[src/rtl/window_sum_unit.sv]
// ---------------------------------------------------------------------------
// window_sum_unit
//
// Streaming sliding-window accumulator. It keeps an exact running sum of the
// last N accepted samples and a windowed mean of that sum. Storage is a
// circular buffer that only advances on accepted samples, so idle cycles do
// not age the window.
//
// Build option: define MEAN_ROUND_EN to round the mean half toward +inf.
// Without it, the mean is a floor (arithmetic shift).
//
// Ports
//   clk          rising-edge clock
//   reset        asynchronous, active-high reset
//   in_valid     accept in_data this cycle
//   in_data      signed sample, BITSIZE bits
//   clear        synchronous window flush; wins over in_valid
//   out_valid    1-cycle pulse: outputs reflect the sample accepted last cycle
//   out_sum      signed window sum, BITSIZE+LOG2N bits
//   out_mean     signed windowed mean, BITSIZE bits
//   window_full  window holds N real samples
// ---------------------------------------------------------------------------
module window_sum_unit #(
   parameter int BITSIZE = 8,
   parameter int N       = 16,
   parameter int LOG2N   = 4
) (
   input  logic                             clk,
   input  logic                             reset,
   input  logic                             in_valid,
   input  logic signed [BITSIZE-1:0]        in_data,
   input  logic                             clear,
   output logic                             out_valid,
   output logic signed [BITSIZE+LOG2N-1:0]  out_sum,
   output logic signed [BITSIZE-1:0]        out_mean,
   output logic                             window_full
);

   localparam int             SW      = BITSIZE + LOG2N;
   localparam int             HALF_I  = 1 << (LOG2N - 1);
   localparam logic [LOG2N:0] CNT_MAX = (LOG2N + 1)'(N);

   typedef enum logic [1:0] {
      EMPTY,
      FILLING,
      FULL
   } state_t;

   state_t                    state_p1;
   logic [LOG2N:0]            cnt_p1;
   logic [LOG2N-1:0]          wr_ptr_p1;
   logic signed [SW-1:0]      sum_p1;
   logic signed [BITSIZE-1:0] mean_p1;
   logic                      vld_p1;
   logic                      full_p1;

   // Sample storage: no reset so it can map to distributed RAM.
   logic signed [BITSIZE-1:0] win_buf [N];

   logic                      accept_p0;
   logic signed [BITSIZE-1:0] oldest_p0;
   logic signed [SW-1:0]      sum_nxt_p0;
   logic [LOG2N:0]            cnt_nxt_p0;

   // Mean of a window sum. The rounding variant needs one extra bit so the
   // half-LSB offset cannot wrap at the positive extreme.
   function automatic logic signed [BITSIZE-1:0] mean_of(input logic signed [SW-1:0] s);
      logic signed [SW:0] ext;
`ifdef MEAN_ROUND_EN
      ext = (SW + 1)'(s) + (SW + 1)'(HALF_I);
`else
      ext = (SW + 1)'(s);
`endif
      return BITSIZE'(ext >>> LOG2N);
   endfunction

   // ---- stage p0: combinational update from current window state ----
   always_comb begin
      accept_p0  = in_valid & ~clear;
      // Stale buffer entries are only meaningful once the window is full.
      oldest_p0  = (state_p1 == FULL) ? win_buf[wr_ptr_p1] : '0;
      sum_nxt_p0 = sum_p1 + SW'(in_data) - SW'(oldest_p0);
      cnt_nxt_p0 = (cnt_p1 == CNT_MAX) ? cnt_p1 : cnt_p1 + 1'b1;
   end

   always_ff @(posedge clk) begin
      if (accept_p0) begin
         win_buf[wr_ptr_p1] <= in_data;
      end
   end

   // ---- stage p1: registered window state and outputs ----
   always_ff @(posedge clk or posedge reset) begin
      if (reset) begin
         state_p1  <= EMPTY;
         cnt_p1    <= '0;
         wr_ptr_p1 <= '0;
         sum_p1    <= '0;
         mean_p1   <= '0;
         vld_p1    <= 1'b0;
         full_p1   <= 1'b0;
      end else begin
         vld_p1 <= accept_p0;
         if (clear) begin
            state_p1  <= EMPTY;
            cnt_p1    <= '0;
            wr_ptr_p1 <= '0;
            sum_p1    <= '0;
            mean_p1   <= '0;
            full_p1   <= 1'b0;
         end else if (in_valid) begin
            sum_p1    <= sum_nxt_p0;
            mean_p1   <= mean_of(sum_nxt_p0);
            wr_ptr_p1 <= wr_ptr_p1 + 1'b1;   // N is a power of two: natural wrap
            cnt_p1    <= cnt_nxt_p0;
            full_p1   <= (cnt_nxt_p0 == CNT_MAX);
            case (state_p1)
               EMPTY:   state_p1 <= FILLING;
               FILLING: if (cnt_nxt_p0 == CNT_MAX) state_p1 <= FULL;
               FULL:    state_p1 <= FULL;
               default: state_p1 <= EMPTY;
            endcase
         end
      end
   end

   assign out_valid   = vld_p1;
   assign out_sum     = sum_p1;
   assign out_mean    = mean_p1;
   assign window_full = full_p1;

endmodule

[config.mk]
export PLATFORM = sky130hd
export DESIGN_NAME = window_sum_unit
export DESIGN_NICKNAME = d
export VERILOG_FILES = /design/src/rtl/window_sum_unit.sv
export SDC_FILE = /design/constraint.sdc
export NUM_CORES = 1
export LEC_CHECK = 0
export ABC_AREA = 0
export CAP_MARGIN = 20
export CORE_AREA = 2 2 159 161
export DETAILED_ROUTE_END_ITERATION = 8
export DIE_AREA = 0 0 161 163
export SLEW_MARGIN = 30
export SYNTH_ARGS = -nofsm -noshare
export SYNTH_HDL_FRONTEND = slang
export SYNTH_SLANG_ARGS = --single-unit
[constraint.sdc]
create_clock -name clk -period 3.7 [get_ports clk]
set_input_delay 0.37 -clock clk [delete_from_list [all_inputs] [get_ports clk]]
set_output_delay 0.37 -clock clk [all_outputs]
set_load 0.02 [all_outputs]
==> summary.md <==
| Metric | Value |
|---|---|
| Outcome | `complete, but fails checks` |
| Failing checks | `negative setup slack` |
| Leak | `3.34 nW` |
| Top-area cell type share of the netlist area | `0.528` |
| Synth Area in Simple Gates | `0.0578` |
| Post-synth EDFFs | `~130` |
| Final instance area | `roughly 0.0093 mm2` |
| Worst-Margin Slew | `around 0.92 ns` |
| Final Instance Count excl. Fillers | `between 800 and 900` |
| Final setup margin | `-0.221 ns` |
| Register area | `roughly 0.0045 mm2` |
| Syn avg cell area | `about 16 um2` |
| IO buf count | `33` |
| RSZ-0062 raised after global routing | `yes` |
| Sw power | `about 1.7 mW` |
| Top cells by area, synth | `edfxtp_1 53%, dfrtp_1 8.6%, mux4_1 6.5%, mux4_2 6.5%, ha_1 3.8%` |
| Yosys cell types | `45` |
| Clock tree buffer depth | `2` |
| Worst min path class | `in -> async` |
| Area growth, synth to finish | `28.2%` |
| Fill cells | `2315` |
| Mux contribution to synthesized area | `0.145` |
| Core area | `around 0.025 mm2` |
| CP max FO | `5` |
| Setup violators final | `9` |
| Hold_ws | `around 0.33 ns` |
| Terminus of the critical flop-to-flop path | `out_sum[11]` |
| Yosys reg bits | `153` |
| DR DRC count | `0` |
| Initial core utilization | `0.295` |
| Sw Ratio | `0.299` |
| Placed Instance Area | `about 0.0082 mm2` |
| Reg2reg path depth | `14` |
| # diodes | `0` |
| CP Class | `reg -> reg` |
| VDD IR max | `approximately 0.35 mV` |
| Num CTS Buffers | `17` |
| Initial antenna violation count | `0` |
| Detail Route Antenna Nets | `0` |
| CP Launch Type | `register` |
| Synthesized area | `0.00728 mm2` |
| Number of global-route vias before repair | `about 4400` |
| Final Util | `0.378` |
| Final total power | `roughly 5.6 mW` |
| Stages on worst setup path | `14` |
| I/O pins | `34` |
| Final Routed Wirelength | `16.8 mm` |
| Multi-input logic area | `around 0.0027 mm2` |
| Hold_buf cts | `0` |
| Most frequent cell after synthesis | `edfxtp_1` |
| Die W | `roughly 160 um` |
| CP Data Arrival Time | `between 4 and 5 ns` |
| Layout Skew | `between 0.007 and 0.008 ns` |
| Flop pwr share | `0.356` |
| Largest family of logic cells by synthesized area | `multiplexers` |
| Gr ovfl total | `0` |
| FF-to-FF Start | `wr_ptr_p1[0]` |
| Hpwl dp | `between 10 and 15 mm` |
| Max Cap Viol | `0` |
| Combinational share of power | `0.341` |
| Clock power frac | `0.302` |
| Delay-heaviest family, CP | `multiplexers` |
| Synthesized instance count | `~460` |
| Worst-path clk slew | `0.06 ns` |
| Cell Pwr Density | `around 600 mW/mm2` |
| Via/cell ratio | `about 4.7` |
| Period utilization | `1.06` |
| Inst Count DP | `838` |
| Req. time, crit path | `~4.0 ns` |
| Hold Violations, Final | `0` |
| Site Rows | `58` |
| Crit. End Element | `register` |
| Share of layout cells above drive strength 1 | `0.344` |
| Compound-gate portion of the synthesized area | `0.0418` |
| Routed len/inst | `~19 um` |
| CP cell instances | `buf_12 > buf_12 > mux4_2 > mux4_2 > and2_4 > fa_1 > inv_1 > ha_2 > a211oi_2 > nor2_2 > o31a_1 > a31oi_2 > mux2i_1 > a21oi_1` |
| Nets | `around 600` |
| Ys async rst share | `0.163` |
| Htree depth | `4` |
| Die Y-Extent | `163 um` |
| Clock root buffer master | `clkbuf_16` |
| Sequential area share after synthesis | `0.614` |
| Crit path buf inv count | `3` |
| Clock sinks | `around 150` |
| Post-synth top area cell | `edfxtp_1` |
| Routability Congestion | `approximately 0.8` |
| Max incr delay on CP | `approximately 0.53 ns` |
| Fmax | `~0.26 GHz` |
| Via count | `~4200` |
| DR iter-0 viols | `293` |
| Synth Area in Adders | `0.0681` |
| Worst R2R Setup Slack | `-0.22 ns` |
| Slew HR | `0.384` |
| Die ar. | `roughly 0.026 mm2` |
| Pins Over Slew Limit | `0` |
| First-pass GRT wire length | `~26 mm` |
| Slowest cell on crit path | `mux4_2` |
| Initial DRT Pass Iterations | `5` |
| Gr usage total | `0.132` |
| Commonest cells post-synth | `128 x edfxtp_1, 53 x inv_1, 39 x nor2_1` |
| Post-Synth XOR/XNOR Area | `0.0156` |
| Synth warn | `0` |
| Clock latency on the worst-skew pair | `~0.42 ns` |
| Most used DFF post-synth | `edfxtp_1` |
| Pin count of the biggest net entering global routing | `31` |
| CTS tree | `built` |
| Syn Nets | `a little over 500` |
| Internal | `around 3.9 mW` |
| Min Clock Period, post-route | `3.92 ns` |
what timing repair did:
action / in CTS / in global routing
pin swaps: 25 / 23
gates cloned: 3 / 0
setup buffers: 21 / 10
gates resized for setup: 64 / 29
setup endpoints to repair: 8 / 9
through the flow:
step	worst slack [ns]	setup TNS (ns)
2_1_floorplan	-0.0451	-0.0897
3_3_place_gp	-0.167	-0.853
3_5_place_dp	-0.277	-1.28
4_1_cts	-0.183	-1.01
5_1_grt	-0.400	-2.15
6_report	-0.221	-1.10
state kept, by name (all words and copies together), names as in the netlist:
signal and count:
state_p1 2, out_valid 1, cnt_p1 5, out_sum 12, window_full 1, win_buf 128, wr_ptr_p1 4
layer usage:
metal  global-route usage  vias up  part of all wire
met5                    0        -                 0
met4               0.0410        0             0.016
met3               0.0267       20             0.043
met2                0.229      125              0.51
met1                0.168     2204              0.44
li1                     -     1890                 -
kinds of logic (layout without fill, tap and decap cells):
kind of cell / Yosys count / count (layout)
buf+inv: 81 / 186
xor+xnor: 13 / 13
mux: 50 / 50
compound gates: 46 / 46
simple gates: 88 / 88
fa+ha+maj: 33 / 33
flops: 153 / 153
layout by cell type, fill, tap and decap left out, types with 3 or more instances in the layout:
cell type        count
a21oi_2              5
nand2b_1             3
a21o_1               4
buf_6               10
mux2i_1              9
inv_6                3
nand4_1              3
fa_1                10
dfrtp_1             24
clkdlybuf4s50_1     33
a21oi_1              6
nor2_1              31
o21ai_4              3
ha_1                11
mux4_2              34
mux4_1               5
ha_4                10
xnor2_1              8
clkinv_1             3
a211oi_1             4
clkbuf_16           17
nor3_1               7
nand2_1             12
clkinv_4             4
edfxtp_1           128
buf_12               7
buf_4               50
inv_2                9
nor2_2               8
xor2_1               4
inv_1               44
and2_4               7
power by group through the flow:
stage	clock network (mW)	logic (mW)	registers, mW
floorplan	0	0.832	2.06
global placement	0	1.31	2.02
detailed placement	0	1.33	2.03
CTS	1.71	1.71	1.99
global route	1.78	2.05	2.00
finish	1.69	1.91	1.99
cell type report:
cell class / instances / share of cell area
Clock buffer: 17 / 0.0456
Clock inverter: 14 / 0.0158
Inverter: 53 / 0.0213
Multi-Input combinational cell: 230 / 0.288
Sequential cell: 153 / 0.479
Tap cell: 330 / 0.0442
Timing Repair Buffer: 102 / 0.106
worst max-delay path by stage:
stage / startpoint / to / slack (ns)
final: wr_ptr_p1[0] / out_sum[11] / -0.22
after global routing: wr_ptr_p1[0] / out_sum[11] / -0.40
after CTS: wr_ptr_p1[0] / out_sum[9] / -0.18
after detailed placement: wr_ptr_p1[0] / out_sum[8] / -0.28
after global placement: wr_ptr_p1[0] / out_sum[11] / -0.17
after floorplan: wr_ptr_p1[0] / out_sum[11] / -0.05
Note: power is estimated with default switching activity, not from simulation.
